### src/rtl/sift_pkg.sv
// Shared definitions for the sifting-stage ping-pong buffer: bank life-cycle
// states and the channel slot assignment inside a stored word.
package sift_pkg;

  typedef enum logic [1:0] {
    EMPTY    = 2'd0,
    FILLING  = 2'd1,
    FULL     = 2'd2,
    DRAINING = 2'd3
  } bank_state_t;

  localparam int CH_ALICE = 0;
  localparam int CH_BOB   = 1;

endpackage

### src/rtl/sift_dp_bram.sv
// Simple dual-port RAM: one write port, one registered read port with enable.
// The read register holds its value whenever re_i is low.
module sift_dp_bram #(
  parameter int WIDTH = 2,
  parameter int AW    = 11
) (
  input  logic             clk_i,
  input  logic             we_i,
  input  logic [AW-1:0]    waddr_i,
  input  logic [WIDTH-1:0] wdata_i,
  input  logic             re_i,
  input  logic [AW-1:0]    raddr_i,
  output logic [WIDTH-1:0] rdata_o
);

  logic [WIDTH-1:0] mem_q [2**AW];
  logic [WIDTH-1:0] rdata_q;

  always_ff @(posedge clk_i) begin
    if (we_i) mem_q[waddr_i] <= wdata_i;
    if (re_i) rdata_q <= mem_q[raddr_i];
  end

  assign rdata_o = rdata_q;

endmodule

### src/rtl/sift_pingpong_mem.sv
// Two-bank ping-pong buffer between raw-detection capture and the sifting
// comparator. Optional early block close via `define SIFT_MEM_FLUSH_EN.
//
// Handshakes: a word moves on a port exactly on a rising edge where valid and
// ready are both high; valid never depends on ready, and rd_data/rd_last/
// rd_bank hold while rd_valid is high and rd_ready is low.
module sift_pingpong_mem
  import sift_pkg::*;
#(
  parameter int DATA_W = 1,
  parameter int NUM_CH = 2,
  parameter int DEPTH  = 1024
) (
  input  logic                       clk,
  input  logic                       rst,
`ifdef SIFT_MEM_FLUSH_EN
  input  logic                       flush,
`endif
  input  logic                       wr_valid,
  output logic                       wr_ready,
  input  logic [NUM_CH*DATA_W-1:0]   wr_data,
  output logic                       rd_valid,
  input  logic                       rd_ready,
  output logic [NUM_CH*DATA_W-1:0]   rd_data,
  output logic                       rd_last,
  output logic                       rd_bank,
  output logic [$clog2(DEPTH):0]     blk_len
);

  localparam int ADDR_W = $clog2(DEPTH);
  localparam int WORD_W = NUM_CH * DATA_W;
  localparam logic [ADDR_W-1:0] LAST_PTR = ADDR_W'(DEPTH - 1);

  // Per-bank life cycle; hierarchical checkers can bind to st_q directly.
  bank_state_t       st_q [2];
  bank_state_t       st_d [2];
  logic [ADDR_W:0]   len_q [2];
  logic [ADDR_W:0]   len_d [2];
  logic              wr_bank_q, wr_bank_d;
  logic [ADDR_W-1:0] wr_ptr_q, wr_ptr_d;
  logic              rd_sel_q, rd_sel_d;
  logic [ADDR_W:0]   rd_cnt_q, rd_cnt_d;
  logic [ADDR_W:0]   blk_len_q, blk_len_d;
  logic              rd_valid_q, rd_valid_d;
  logic              rd_last_q, rd_last_d;
  logic              rd_bank_q, rd_bank_d;

  logic              flush_w;
  logic              wr_accept;
  logic [ADDR_W:0]   wr_fill;
  logic              wr_close;
  logic              draining;
  logic              drain_start;
  logic              rd_adv;
  logic              rd_issue;
  logic              rd_free;

`ifdef SIFT_MEM_FLUSH_EN
  assign flush_w = flush;
`else
  assign flush_w = 1'b0;
`endif

  // wr_fill counts the word accepted this cycle, so a flush on that cycle keeps it.
  assign wr_accept   = wr_valid && wr_ready;
  assign wr_fill     = {1'b0, wr_ptr_q} + {{ADDR_W{1'b0}}, wr_accept};
  assign wr_close    = (wr_accept && (wr_ptr_q == LAST_PTR)) ||
                       (flush_w && wr_ready && (wr_fill != '0));
  assign draining    = (st_q[rd_sel_q] == DRAINING);
  assign drain_start = (st_q[rd_sel_q] == FULL);
  assign rd_adv      = !rd_valid_q || rd_ready;
  assign rd_issue    = draining && (rd_cnt_q != blk_len_q) && rd_adv;
  assign rd_free     = rd_valid_q && rd_ready && rd_last_q;

  always_ff @(posedge clk) begin
    if (rst) begin
      st_q[0]    <= FILLING;
      st_q[1]    <= EMPTY;
      len_q[0]   <= '0;
      len_q[1]   <= '0;
      wr_bank_q  <= 1'b0;
      wr_ptr_q   <= '0;
      rd_sel_q   <= 1'b0;
      rd_cnt_q   <= '0;
      blk_len_q  <= '0;
      rd_valid_q <= 1'b0;
      rd_last_q  <= 1'b0;
      rd_bank_q  <= 1'b0;
    end else begin
      st_q       <= st_d;
      len_q      <= len_d;
      wr_bank_q  <= wr_bank_d;
      wr_ptr_q   <= wr_ptr_d;
      rd_sel_q   <= rd_sel_d;
      rd_cnt_q   <= rd_cnt_d;
      blk_len_q  <= blk_len_d;
      rd_valid_q <= rd_valid_d;
      rd_last_q  <= rd_last_d;
      rd_bank_q  <= rd_bank_d;
    end
  end

  always_comb begin
    st_d       = st_q;
    len_d      = len_q;
    wr_bank_d  = wr_bank_q;
    wr_ptr_d   = wr_ptr_q;
    rd_sel_d   = rd_sel_q;
    rd_cnt_d   = rd_cnt_q;
    blk_len_d  = blk_len_q;
    rd_valid_d = rd_valid_q;
    rd_last_d  = rd_last_q;
    rd_bank_d  = rd_bank_q;

    if (wr_accept) wr_ptr_d = wr_ptr_q + 1'b1;

    if (rd_free) begin
      st_d[rd_sel_q] = EMPTY;
      rd_sel_d       = ~rd_sel_q;
    end

    if (wr_close) begin
      st_d[wr_bank_q]  = FULL;
      len_d[wr_bank_q] = wr_fill;
      wr_bank_d        = ~wr_bank_q;
      wr_ptr_d         = '0;
    end

    // The writer's target bank starts filling the moment it is free, which
    // covers both the immediate switch and the release by a final read.
    if (st_d[wr_bank_d] == EMPTY) st_d[wr_bank_d] = FILLING;

    if (drain_start) begin
      st_d[rd_sel_q] = DRAINING;
      blk_len_d      = len_q[rd_sel_q];
      rd_cnt_d       = '0;
    end

    if (rd_adv) begin
      rd_valid_d = rd_issue;
      rd_last_d  = rd_issue && (rd_cnt_q == blk_len_q - 1'b1);
      if (rd_issue) rd_bank_d = rd_sel_q;
    end

    if (rd_issue) rd_cnt_d = rd_cnt_q + 1'b1;
  end

  always_comb begin
    wr_ready = (st_q[wr_bank_q] == FILLING);
    rd_valid = rd_valid_q;
    rd_last  = rd_last_q;
    rd_bank  = rd_bank_q;
    blk_len  = blk_len_q;
  end

  sift_dp_bram #(
    .WIDTH (WORD_W),
    .AW    (ADDR_W + 1)
  ) u_bram (
    .clk_i   (clk),
    .we_i    (wr_accept),
    .waddr_i ({wr_bank_q, wr_ptr_q}),
    .wdata_i (wr_data),
    .re_i    (rd_issue),
    .raddr_i ({rd_sel_q, rd_cnt_q[ADDR_W-1:0]}),
    .rdata_o (rd_data)
  );

endmodule

### config.mk
export PLATFORM = sky130hd
export DESIGN_NAME = sift_pingpong_mem
export DESIGN_NICKNAME = d
export VERILOG_FILES = /design/src/rtl/sift_pkg.sv /design/src/rtl/sift_dp_bram.sv /design/src/rtl/sift_pingpong_mem.sv
export SDC_FILE = /design/constraint.sdc
export NUM_CORES = 2
export LEC_CHECK = 0
export CORE_MARGIN = 1.5
export CORE_UTILIZATION = 57
export CTS_CLUSTER_SIZE = 25
export DETAILED_ROUTE_END_ITERATION = 8
export PLACE_DENSITY_LB_ADDON = 0.25
export SLEW_MARGIN = 20
export SYNTH_ARGS = -nofsm -noshare
export SYNTH_HDL_FRONTEND = slang
export SYNTH_SLANG_ARGS = --single-unit
### constraint.sdc
create_clock -name clk -period 3.2 [get_ports clk]
set_clock_uncertainty 0.15 [all_clocks]
set_input_delay 0.96 -clock clk [delete_from_list [all_inputs] [get_ports clk]]
set_output_delay 0.96 -clock clk [all_outputs]
set_load 0.1 [all_outputs]
---- Word level (Yosys, flattened, before mapping) ----
Memory sizes are Yosys's and may differ from the RTL's. A register that Yosys moved wholly into a read port is not among the register bits.
Cells that the tools add are included.
operators by class
  add/subtract/negate cells ............... 4
  $mul .................................... 0
  div/mod/pow operators ................... 0
  order comparisons ....................... 6
  equal/unequal tests ..................... 6
  shift operators ......................... 0
  mux-type cells .......................... 30
  bitwise gates (word level) .............. 14
  reductions and logical operators ........ 16
operators with widths
  operator               count
  $mux 11                6
  $mux 2                 12
  $bwmux 22              1
  $mux 4                 4
  $add 10x1->11          1
  $add 11x1->11 const B  1
  $demux 11 s1           1
  $eq 11x11->1           1
  $ne 11x11->1           1
  $sub 11x1->11 const B  1
  $add 10x1->10 const B  1
  $eq 10x10->1 const B   1
  $logic_and 1x1->1      10
  $demux 2 s1            3
  $ge 2x2->1 const B     3
  $lt 2x1->1 const B     3
  $not 1->2              3
  $and 2x2->2            2
  $and 4x4->4            1
  $eq 2x2->1 const B     2
  $not 2->2              2
  $not 4->4              1
  $or 2x2->2             2
  $or 4x4->4             1
  9 further kinds        12
word-level totals
  register bits ........................... 63
  bits in latches ......................... 0
  memory bits (writable) .................. 4096
  memory bits (read-only) ................. 0
  output and inout bits ................... 17
  logic and storage cells ................. 89
  memories ................................ 1
memories
  memory        words  width  rd ports  clocked after memory_dff  wr ports  RTL line            source
  u_bram.mem_q  2048   2      1         1                         1         sift_dp_bram.sv:16  logic [WIDTH-1:0] mem_q [2**AW];

---- Longest topological paths before layout ----
  depth after elaboration ................. 18
  depth in mapped cells ................... 16
  gate-level depth less buffers ........... 9

---- Hierarchy ----
A second synthesis with hierarchy kept.
unflattened totals
  cells, all modules ...................... 10549
  area total of the unflattened synthesis .. 171997.5 um^2
modules (own cells, without submodules)
  module             instances  cells each  area an instance (um^2)
  sift_dp_bram       1          10174       168808.2
  sift_pingpong_mem  1          375         3189.3

---- Worst setup path after synthesis ----
Ideal clock, no wire load.
  path type ............................... input -> register
  start ................................... in wr_valid
  end ..................................... reg len_q[0] (netlist bit)
  arrival ................................. 3067 ps
  setup slack ............................. -145 ps
  cell stages on the path ................. 9
  buffers on the path ..................... 2
  path through ............................ a21boi_1 and2_1 nand2_1 nor3_1 ha_1 clkbuf_1 buf_1 mux2i_1 nor2_1
on the way
  cells in the longest elaborated chain, start to end .. 3
RTL lines
  what                  RTL line                  source
  start, declared       sift_pingpong_mem.sv:19   input logic wr_valid,
  $logic_and 1x1->1 *   sift_pingpong_mem.sv:65   assign wr_accept = wr_valid && wr_ready;
  $add 10x1->11         sift_pingpong_mem.sv:66   assign wr_fill = {1'b0, wr_ptr_q} + {{ADDR_W{1'b0}}, wr_accept};
  $bwmux 22             sift_pingpong_mem.sv:124  len_d[wr_bank_q] = wr_fill;
  end signal, assigned  sift_pingpong_mem.sv:91   len_q <= len_d;
  end, declared         sift_pingpong_mem.sv:37   logic [ADDR_W:0] len_q [2];
Every way passes the cells marked *; elsewhere a longest branch is shown, timed or not.
A chain may end at the register's enable or synchronous reset.

---- Final worst setup path ----
  start ................................... reg rd_cnt_q[0]
  end ..................................... reg u_bram.rdata_q[0] (netlist: u_bram.rdata_o[0]) (read register of u_bram.mem_q) (data pin)
on the way
  cells in the longest elaborated chain, start to end .. 3
RTL lines
  what                             RTL line                 source
  start, declared                  sift_pingpong_mem.sv:42  logic [ADDR_W:0] rd_cnt_q, rd_cnt_d;
  start signal, assigned           sift_pingpong_mem.sv:95  rd_cnt_q <= rd_cnt_d;
  $ne 11x11->1                     sift_pingpong_mem.sv:72  assign rd_issue = draining && (rd_cnt_q != blk_len_q) && rd_adv;
  $logic_and 1x1->1 (2 in series)  sift_pingpong_mem.sv:72
  end, declared                    sift_dp_bram.sv:17       logic [WIDTH-1:0] rdata_q;
Parallel ways exist; a longest one is shown, timed or not.

==> impl_results.md <==
- Gpl congestion: 0.9532
- Syn_nets: 9753
- Detailed Place HPWL: 317500 um
- Worst Slack Setup Final: -612.8 ps
- Dpl cell area: 0.1820 mm^2
- CTS tree: built
- Most used flip-flop cell after synthesis: edfxtp_1
- Worst setup SP type: flop
- First-pass GRT wire length: 723600 um
- VDD IR-drop max: 0.4694 mV
- Critical Path AT: 4370 ps
- Design area: 0.1973 mm^2
- Worst r2r src: rd_cnt_q[0]
- Cell variety after synth: 76
- CTS Sinks: 4161
- Vias in the first global route: 99820
- Status: finished, violations left
- Vias/cell: 6.855
- Top Metal Used: met5
- Residual DRC: 0
- Vias post-DR: 101000
- Starting Density: 0.5730
- RSZ-0062 raised after global routing: yes
- Detailed route wirelength on metal2: 235100 um
- Endpoints failing setup: 2
- CTS buffer count: 401
- Violated checks: setup timing
- Area growth syn-to-layout: 16.05%
- Post-Syn Area: 0.1700 mm^2
- Cells on worst reg2reg path: 13
- DR WL met3: 72130 um
- Rows: 200
- Pre-antenna DRT Iters: 8
- EDFF count, synth: 4098
- Die W: 549.2 um
- Period utilisation layout: 1.192
- Maxcap violations: 0
- DP Cell Count: 13890
- Place WS: -1419 ps
- Height of the die: 549.2 um
- Slew HR: 0.2803
- Ys async rst share: 0
- Hold Crit Class: input port to flop
- HP Start: wr_data[1]
- H-tree depth: 5
- Crit path from: rd_cnt_q[0]
- Clock Path Buffers: 4
- Worst Path Required: 3760 ps
- NumNets Final: 10450
- Measured slew at the worst slew-check pin: 1052 ps
- PD cells: 551.4 mW/mm^2
- Antenna Nets Post-Route: 0
- Crit Path Class: flop to flop
- Total grt overflow: 0
- Clk root buf: clkbuf_16
- CTS clk-pin slew, worst paths: 60 ps
- Fin. max-slew vios: 0
- Peak Freq: 262.3 MHz
- Worst path cell trace: buf_12, buf_16, buf_16, buf_12, mux4_2, mux4_2, nand2_1, a21oi_2, nor3_4, buf_4, o211ai_1, o311ai_1, a22oi_1
- Fin Setup TNS: -1205 ps
- Synth Instances: 9737
- Hold Violations, Final: 0
- Total core area: 0.2968 mm^2
- I/O pin cnt: 23
- Die area: 0.3016 mm^2
- Yosys warns: 0
- Crit. End Element: flop
- Slowest CP cell: mux4_2
- Wire length on met1: 181300 um
- Fillers: 19170
- Worst reg2reg path endpoint: u_bram.rdata_o[0]
- R2R setup slack: -610 ps
- Critical path endpoint: u_bram.rdata_o[0]
- Share of layout cells above drive strength 1: 0.2622
- Post-CTS Hold Fix Bufs: 0
- Largest net degree at the start of global routing: 172
- Per-cell routed wire length: 34.95 um
- GRT Total Usage: 0.3404
- Min Tclk post-route: 3813 ps
- Routed WL: 515000 um
- Port-buffer cells: 22
- Syn avg cell area: 17.46 um^2
- Register area share after synthesis: 0.7311
- Crit Path Max Fanout: 8
- Clk Latency, worst-skew pair: 980 ps
- Final std cells w/o fill: 14730
- Initial antenna violation count: 25
- Yosys reg bits: 4161
- Initial drt markers: 17690
- CP max stage delay: 530 ps
- Hold slack: 272.1 ps
- LEAKAGE: 60.35 nW
cells in the mapped netlist, drive strengths merged (17+ instances only):
library cell	instances	share of area
nand2	261	0.0058
edfxtp	4098	0.72
o22ai	43	0.0016
a221o	17	0.0010
nor3	54	0.0016
nor2b	20	0.00074
mux2i	363	0.021
dfxtp	63	0.0074
nor2	2149	0.047
mux4	951	0.13
a31oi	25	0.00092
o21ai	103	0.0030
clkbuf	522	0.012
a21oi	127	0.0037
nand2b	17	0.00063
nand3	65	0.0019
a211oi	49	0.0022
a221oi	92	0.0048
o221ai	43	0.0022
buf	290	0.015
a22oi	126	0.0056
routing by layer:
layer,vias to the layer above,global-route usage
met5,-,0
met2,7882,0.5156
li1,39600,-
met1,52220,0.4712
met3,1286,0.09033
met4,12,0.1477
cells in the final DEF (no fill, tap or decap), types with 84 or more instances in the layout:
| cell type | count |
|---|---|
| buf_4 | 765 |
| buf_12 | 277 |
| clkinv_1 | 92 |
| clkinv_2 | 84 |
| edfxtp_1 | 4098 |
| nand2_1 | 226 |
| a221oi_1 | 88 |
| a22oi_1 | 121 |
| mux2i_1 | 361 |
| clkbuf_16 | 407 |
| mux4_2 | 951 |
| a21oi_1 | 115 |
| nor2_1 | 2141 |
power by group:
part	internal (mW)	switching [mW]	total [mW]
clock	26.6	21.0	47.6
sequential	59.8	0.00784	59.8
combinational	0.267	1.13	1.39
total	86.7	22.1	109
worst max-delay path: cells and delay by family, from the launching register on:
family	cells	cell delay, ps
AO/OA/AOI/OAI	4	510
buffers and inverters	5	850
flip-flops	1	380
multiplexers	2	1050
AND/OR/NAND/NOR	2	570
what timing repair did:
action	CTS	global route
resized for setup	134	51
setup buffers	48	20
setup endpoints to repair	16	7
gates cloned	15	3
pin swaps	13	13
registers in the layout, summed over array words and instances, names as in the netlist:
signal	flops
u_bram.mem_q	4096
len_q	22
blk_len	11
rd_cnt_q	11
wr_ptr_q	10
st_q	4
u_bram.rdata_o	2
rd_bank	1
rd_last	1
rd_sel_q	1
rd_valid	1
wr_bank_q	1
how the worst min path moves through the flow:
stage	slack (ps)	end	cells after the start
global placement	320	len_q[11]	2
global route	220	u_bram.mem_q[781][1]	1
finish	270	u_bram.mem_q[781][1]	1
floorplan	310	len_q[11]	2
detailed placement	330	len_q[18]	2
CTS	210	u_bram.mem_q[781][1]	1
final cells by class:
class / instances / area, um^2 / area share
antenna: 17 / 42.54 / 0.0002156
tap: 3939 / 4928 / 0.02498
inverter: 16 / 75.07 / 0.0003804
timing repair buffer: 1108 / 12680 / 0.06425
multi-input combinational: 4748 / 42050 / 0.2131
sequential: 4161 / 124400 / 0.6302
clock inverter: 275 / 2794 / 0.01416
clock buffer: 470 / 10420 / 0.05279
cell families after synthesis:
family | count (synthesis) | share of synthesized area
muxes | 1328 | 0.1483
DFF | 4161 | 0.7311
buffers and inverters | 828 | 0.02675
xor gates and xnor gates | 31 | 0.001597
adders and majority gates | 10 | 0.0007358
AOI/OAI and AO/OA | 710 | 0.02930
and+or+nand+nor | 2669 | 0.06226
metrics by stage:
step           utilization  power (mW)
5_1_grt             0.6648       111.0
6_report            0.6649       108.8
3_5_place_dp        0.6134       62.33
4_1_cts             0.6633       108.9
3_3_place_gp        0.6134       62.26
2_1_floorplan            -       61.10
Power figures use the tool's default switching activity.
